**src/rtl/div_unit.sv**
```systemverilog
// ---------------------------------------------------------------------------
// div_unit
//
// Multi-cycle integer divider placed beside the combinational ALU. A comes
// from the Y register, B from the bus. The quotient goes to ZLo and the
// remainder to ZHi. The control unit issues DIV with a start pulse and
// stalls until done.
//
// Ports
//   clock        in   sole clock, rising edge
//   clear        in   synchronous active-high reset
//   start        in   division request, sampled only in IDLE
//   A            in   dividend (word_size bits)
//   B            in   divisor  (word_size bits)
//   busy         out  high while an accepted non-zero-divisor operation runs
//   done         out  one-cycle completion pulse
//   Quotient     out  result to ZLo, held until the next result
//   Remainder    out  result to ZHi, held until the next result
//   div_by_zero  out  set with done when B was 0, held until next accepted start
//
// Configuration macro
//   DIV_SIGNED_EN  defined   : signed two's-complement truncating division
//                  undefined : unsigned division, identical latency
//
// Latency for B != 0 is word_size + 2 cycles from the start edge to the done
// cycle: one restoring step per cycle in CALC, then one FIX cycle.
// A zero divisor completes in one cycle without raising busy.
// ---------------------------------------------------------------------------
module div_unit #(
  parameter int word_size = 32
) (
  input  logic                 clock,
  input  logic                 clear,
  input  logic                 start,
  input  logic [word_size-1:0] A,
  input  logic [word_size-1:0] B,
  output logic                 busy,
  output logic                 done,
  output logic [word_size-1:0] Quotient,
  output logic [word_size-1:0] Remainder,
  output logic                 div_by_zero
);

  localparam int CNT_W = $clog2(word_size);
  localparam logic [CNT_W-1:0]     LAST_ITER = CNT_W'(word_size - 1);
  localparam logic [word_size-1:0] ONE_W     = {{(word_size-1){1'b0}}, 1'b1};
  localparam logic [word_size-1:0] ZERO_W    = {word_size{1'b0}};

  typedef enum logic [1:0] {
    IDLE = 2'd0,
    CALC = 2'd1,
    FIX  = 2'd2,
    DONE = 2'd3
  } state_t;

  // Two's-complement negation in word_size bits.
  function automatic logic [word_size-1:0] neg2c(input logic [word_size-1:0] v);
    return ~v + ONE_W;
  endfunction

  // Operand magnitude. The most negative value maps onto itself, which is
  // exactly 2^(word_size-1) when read as unsigned.
  function automatic logic [word_size-1:0] mag(input logic [word_size-1:0] v);
`ifdef DIV_SIGNED_EN
    return v[word_size-1] ? neg2c(v) : v;
`else
    return v;
`endif
  endfunction

  state_t                 state_q, state_d;
  logic [CNT_W-1:0]       cnt_q, cnt_d;
  logic [word_size-1:0]   rem_q, rem_d;     // partial remainder, always < divisor
  logic [word_size-1:0]   quo_q, quo_d;     // dividend bits shift out, quotient bits shift in
  logic [word_size-1:0]   dvs_q, dvs_d;     // divisor magnitude
  logic                   q_neg_q, q_neg_d;
  logic                   r_neg_q, r_neg_d;
  logic                   busy_q, busy_d;
  logic                   done_q, done_d;
  logic [word_size-1:0]   quotient_q, quotient_d;
  logic [word_size-1:0]   remainder_q, remainder_d;
  logic                   dbz_q, dbz_d;

  // Working remainder is word_size+1 bits: the shifted partial remainder can
  // reach 2*divisor-1. The top bit of the trial difference is the borrow.
  logic [word_size:0]     rem_shift_s;
  logic [word_size:0]     trial_s;

  // Restoring step datapath.
  always_comb begin
    rem_shift_s = {rem_q, quo_q[word_size-1]};
    trial_s     = rem_shift_s - {1'b0, dvs_q};
  end

  // Next-state and next-output computation for the divider FSM.
  always_comb begin
    state_d     = state_q;
    cnt_d       = cnt_q;
    rem_d       = rem_q;
    quo_d       = quo_q;
    dvs_d       = dvs_q;
    q_neg_d     = q_neg_q;
    r_neg_d     = r_neg_q;
    busy_d      = busy_q;
    done_d      = 1'b0;
    quotient_d  = quotient_q;
    remainder_d = remainder_q;
    dbz_d       = dbz_q;

    case (state_q)
      IDLE: begin
        if (start) begin
          if (B != ZERO_W) begin
            state_d = CALC;
            busy_d  = 1'b1;
            cnt_d   = {CNT_W{1'b0}};
            rem_d   = ZERO_W;
            quo_d   = mag(A);
            dvs_d   = mag(B);
`ifdef DIV_SIGNED_EN
            q_neg_d = A[word_size-1] ^ B[word_size-1];
            r_neg_d = A[word_size-1];
`else
            q_neg_d = 1'b0;
            r_neg_d = 1'b0;
`endif
            dbz_d   = 1'b0;
          end else begin
            state_d     = DONE;
            done_d      = 1'b1;
            quotient_d  = ZERO_W;
            remainder_d = A;
            dbz_d       = 1'b1;
          end
        end else begin
          state_d = IDLE;
        end
      end

      CALC: begin
        if (!trial_s[word_size]) begin
          rem_d = trial_s[word_size-1:0];
        end else begin
          rem_d = rem_shift_s[word_size-1:0];
        end
        quo_d = {quo_q[word_size-2:0], ~trial_s[word_size]};
        if (cnt_q == LAST_ITER) begin
          state_d = FIX;
        end else begin
          cnt_d = cnt_q + {{(CNT_W-1){1'b0}}, 1'b1};
        end
      end

      FIX: begin
        quotient_d  = q_neg_q ? neg2c(quo_q) : quo_q;
        remainder_d = r_neg_q ? neg2c(rem_q) : rem_q;
        busy_d      = 1'b0;
        done_d      = 1'b1;
        state_d     = DONE;
      end

      DONE: begin
        state_d = IDLE;
      end

      default: begin
        state_d = IDLE;
        busy_d  = 1'b0;
      end
    endcase
  end

  // State and output registers; clear wins over everything, including start.
  always_ff @(posedge clock) begin
    if (clear) begin
      state_q     <= IDLE;
      cnt_q       <= {CNT_W{1'b0}};
      rem_q       <= ZERO_W;
      quo_q       <= ZERO_W;
      dvs_q       <= ZERO_W;
      q_neg_q     <= 1'b0;
      r_neg_q     <= 1'b0;
      busy_q      <= 1'b0;
      done_q      <= 1'b0;
      quotient_q  <= ZERO_W;
      remainder_q <= ZERO_W;
      dbz_q       <= 1'b0;
    end else begin
      state_q     <= state_d;
      cnt_q       <= cnt_d;
      rem_q       <= rem_d;
      quo_q       <= quo_d;
      dvs_q       <= dvs_d;
      q_neg_q     <= q_neg_d;
      r_neg_q     <= r_neg_d;
      busy_q      <= busy_d;
      done_q      <= done_d;
      quotient_q  <= quotient_d;
      remainder_q <= remainder_d;
      dbz_q       <= dbz_d;
    end
  end

  assign busy        = busy_q;
  assign done        = done_q;
  assign Quotient    = quotient_q;
  assign Remainder   = remainder_q;
  assign div_by_zero = dbz_q;

endmodule

```
**config.mk**
```make
export PLATFORM = sky130hd
export DESIGN_NAME = div_unit
export DESIGN_NICKNAME = d
export VERILOG_FILES = /design/src/rtl/div_unit.sv
export SDC_FILE = /design/constraint.sdc
export NUM_CORES = 1
export LEC_CHECK = 0
export CAP_MARGIN = 5
export CORE_AREA = 2 2 145 119
export DETAILED_ROUTE_END_ITERATION = 7
export DIE_AREA = 0 0 147 121
export MAX_ROUTING_LAYER = met4
export PLACE_DENSITY = 0.8
export SLEW_MARGIN = 10
export SYNTH_ARGS = -nofsm -noshare
export SYNTH_HDL_FRONTEND = slang
export SYNTH_SLANG_ARGS = --single-unit
```
**constraint.sdc**
```tcl
create_clock -name clock -period 6.4 [get_ports clock]
set_input_delay 0.96 -clock clock [delete_from_list [all_inputs] [get_ports clock]]
set_output_delay 0.96 -clock clock [all_outputs]
set_load 0.01 [all_outputs]
```
==> key figures <==
Die
  – Chip height: between 100 and 150 um
  – Site Rows: between 40 and 50
  – Starting Density: 54.2%
  – Core area: 0.0163 sq mm
  – I/O Pins: 134
  – Die area: 0.0178 sq mm
  – Die width: ~150 um

Finish
  – Area grow syn2layout: 22.4%
  – Layout fillers: 1378
  – Fin nets: 1230
  – Most frequent cells in the layout: 170 x dfxtp_1, 132 x clkdlybuf4s50_1, 120 x nor2_1
  – Reg area: 0.00340 sq mm
  – Multi-input gate area: 0.00496 sq mm
  – Diode count: 0
  – Most common library cell in the layout ignoring fill and taps: dfxtp_1
  – Layout cells sized above 1: 5.01%

Synth
  – Syn_nets: ~1.1k
  – Syn Area/Cell: 8.54 sq um
  – Synth Warn #: 0
  – Distinct cells, synth: 65
  – EDFF count, synth: 0
  – Number of synthesized register bits: 170
  – Asr flop ratio synth: 0%
  – Most used flip-flop cell after synthesis: dfxtp_1
  – Sequential area share after synthesis: 38.5%
  – Post-Synthesis Cells: 1035
  – Cell area after synthesis: 0.00884 sq mm

Worst setup path
  – Reg2Reg Depth: 13
  – CP Capture Type: flip-flop
  – WP buf/inv: 3
  – R2r setup slk: ~2500 ps
  – Worst R2R End: rem_q[28]
  – CP most frequent cell: inv_1
  – Worst endpoint data arrival time: between 4000 and 5000 ps
  – Setup CP Type: reg2reg
  – WP data required: 6720 ps
  – CP max stage delay: around 520 ps
  – CP Launch Type: flip-flop
  – Slowest CP cell: nor2_4
  – Top cell family by delay on the critical path: compound AO/OA/AOI/OAI gates
  – Crit Path Max Fanout: 25
  – Critical Path, Cell by Cell: inv_1, ha_1, inv_1, fa_1, a211oi_2, o211ai_2, a31oi_4, o22ai_1, mux2_4, nor2_4, buf_4, nor3_1, a221o_1
  – Origin of the critical flop-to-flop path: quo_q[31]

Worst hold path
  – Hold_sp: Quotient[10]
  – Hold Crit Depth: 2
  – HP Class: reg2reg
  – Hold EP: Quotient[10]

Routing
  – DRC Markers: 0
  – Vias per inst: 5.83
  – Wire per inst: 17.1 um
  – Final wirelength: 23200 um
  – DRT iter0 DRCs: 610
  – DRT antenna net count: 0
  – Vias: 7912
  – 1st-pass router iterations: 5

Pwr
  – Cell Pwr Density: 330 mW/mm^2
  – Clock network power share: 29.1%
  – Sw Share: 36.0%
  – Int Pwr: 2.29 mW
  – Reg power frac: a little over a third
  – Net load switching power: 1.29 mW
  – Worst vdd ir: 0.184 mV
  – Static Leak: approximately 4.1 nW
  – Combinational fraction of design power: 34.6%

Outcome
  – Status: finished clean

Global routing
  – Largest net degree at the start of global routing: 106
  – Number of global-route vias before repair: 7362
  – Total track usage: 27.0%
  – Antenna violations before repair: 0
  – First-pass GRT wire length: 37600 um
  – Total gr overflow: 0

STA
  – Layout Skew: 13.6 ps
  – Peak Freq: 0.258 GHz
  – Final setup violation count: 0
  – Max-slew headroom: a little under a quarter
  – Hold Fails Final Rpt: 0
  – Min cycle time layout: between 3000 and 4000 ps
  – RSZ-0062 raised after global routing: no
  – Final slew viol count: 0
  – Worst slew pin tran: ~1100 ps
  – Setup_tns: 0 ps
  – Fin crit share: between 60% and 70%
  – Hold slack: approximately 450 ps

CTS
  – Setup Fix Bufs, Post-CTS: 0
  – Clock slew at reported path FFs: 70 ps
  – Htree depth: 4
  – Gates resized, CTS repair: 0
  – Hold_buf cts: 0
  – CTS tree: built
  – Clk sinks: between 150 and 200
  – Max Root-Sink Buffers: 2
  – Clk root buf: clkbuf_16
  – Total CTS buffers: 17
  – Later-pin clock latency in the skew report: 430 ps

Place
  – DP HPWL: between 15000 and 20000 um
  – PortBufs: approximately 130
  – GP Congestion: 0.921

Run
  – Max Cap Viol: 0
-- worst reg2reg max path, delay by kind of cell, from the launching register on --
| family | cells | cell delay [ps] |
|---|---|---|
| muxes | 1 | 340 |
| DFF | 1 | 380 |
| adders and majority gates | 2 | 610 |
| buffers and inverters | 3 | 600 |
| and+or+nand+nor | 2 | 650 |
| AOI/OAI and AO/OA | 5 | 1190 |
-- cell families (layout without fill, tap and decap cells) --
family,count (synthesis),after routing,synth area share (%)
flip-flops,170,170,38.5
multiplexers,111,111,12.6
buffers and inverters,120,223,5.78
adder cells (fa/ha/maj),38,38,5.47
AO/OA/AOI/OAI,259,259,19.7
XOR/XNOR,27,27,2.68
AND/OR/NAND/NOR,310,310,15.3
-- per-layer routing --
| metal | global-route usage, % | part of all wire, % | wire length (um) |
|---|---|---|---|
| met1 | 36.0 | 46 | 10600 |
| met2 | 42.2 | 46 | 10700 |
| met3 | 4.40 | 5.6 | 1300 |
| met4 | 8.77 | 2.5 | 574 |
| met5 | - | 0 | 0 |
-- Yosys cell counts (18+ instances only) --
cell type,instances,share of area [%]
inv_1,48,2.0
nor2_1,121,5.1
xor2_1,18,1.8
clkbuf_1,45,1.9
dfxtp_1,170,39
ha_1,37,5.2
nand2_1,93,4.0
mux2i_1,110,12
nand3_1,51,2.9
a211oi_1,69,5.9
a21oi_1,75,4.2
o21ai_1,19,1.1
o21ai_0,21,1.2
-- power by group through the flow --
stage / clock network, mW / logic, mW / registers, mW
floorplan: 0 / 0.920 / 1.30
global placement: 0 / 1.19 / 1.31
detailed placement: 0 / 1.22 / 1.32
CTS: 1.05 / 1.23 / 1.29
global route: 1.10 / 1.36 / 1.31
finish: 1.04 / 1.24 / 1.30
-- state kept, by name, summed over array words and instances (netlist names) --
register / count
busy: 1
div_by_zero: 1
rem_q: 32
dvs_q: 32
state_q: 2
cnt_q: 5
Remainder: 32
Quotient: 32
quo_q: 32
done: 1
-- metrics by stage --
step	util [%]	worst slack [ps]	cell area (sq um)	power, mW	instances
final	66.4	2530	10800	3.58	1358
after global routing	66.4	2230	10800	3.77	1358
after CTS	66.4	2540	10800	3.57	1358
after detailed placement	62.8	2180	10200	2.53	1326
after global placement	62.8	2270	10200	2.51	1326
after floorplan	-	3660	8840	2.22	1035
-- worst max path at each step --
stage	start	to	slack (ps)	cells past startpoint
after global routing	B[16]	Remainder[24]	2230	8
after detailed placement	B[16]	Remainder[30]	2180	8
after floorplan	quo_q[31]	rem_q[1]	3660	14
after CTS	quo_q[31]	rem_q[28]	2540	13
after global placement	B[31]	Quotient[0]	2270	8
final	quo_q[31]	rem_q[28]	2530	13
-- layout make-up --
class                      count  share of cell area, %
clock buffer                  17                   3.93
clock inverter                15                   1.58
inverter                      48                   1.67
multi-input combinational    745                   45.8
sequential                   170                   31.5
tap                          220                   2.54
timing repair buffer         143                   13.0
Power figures use the tool's default switching activity.
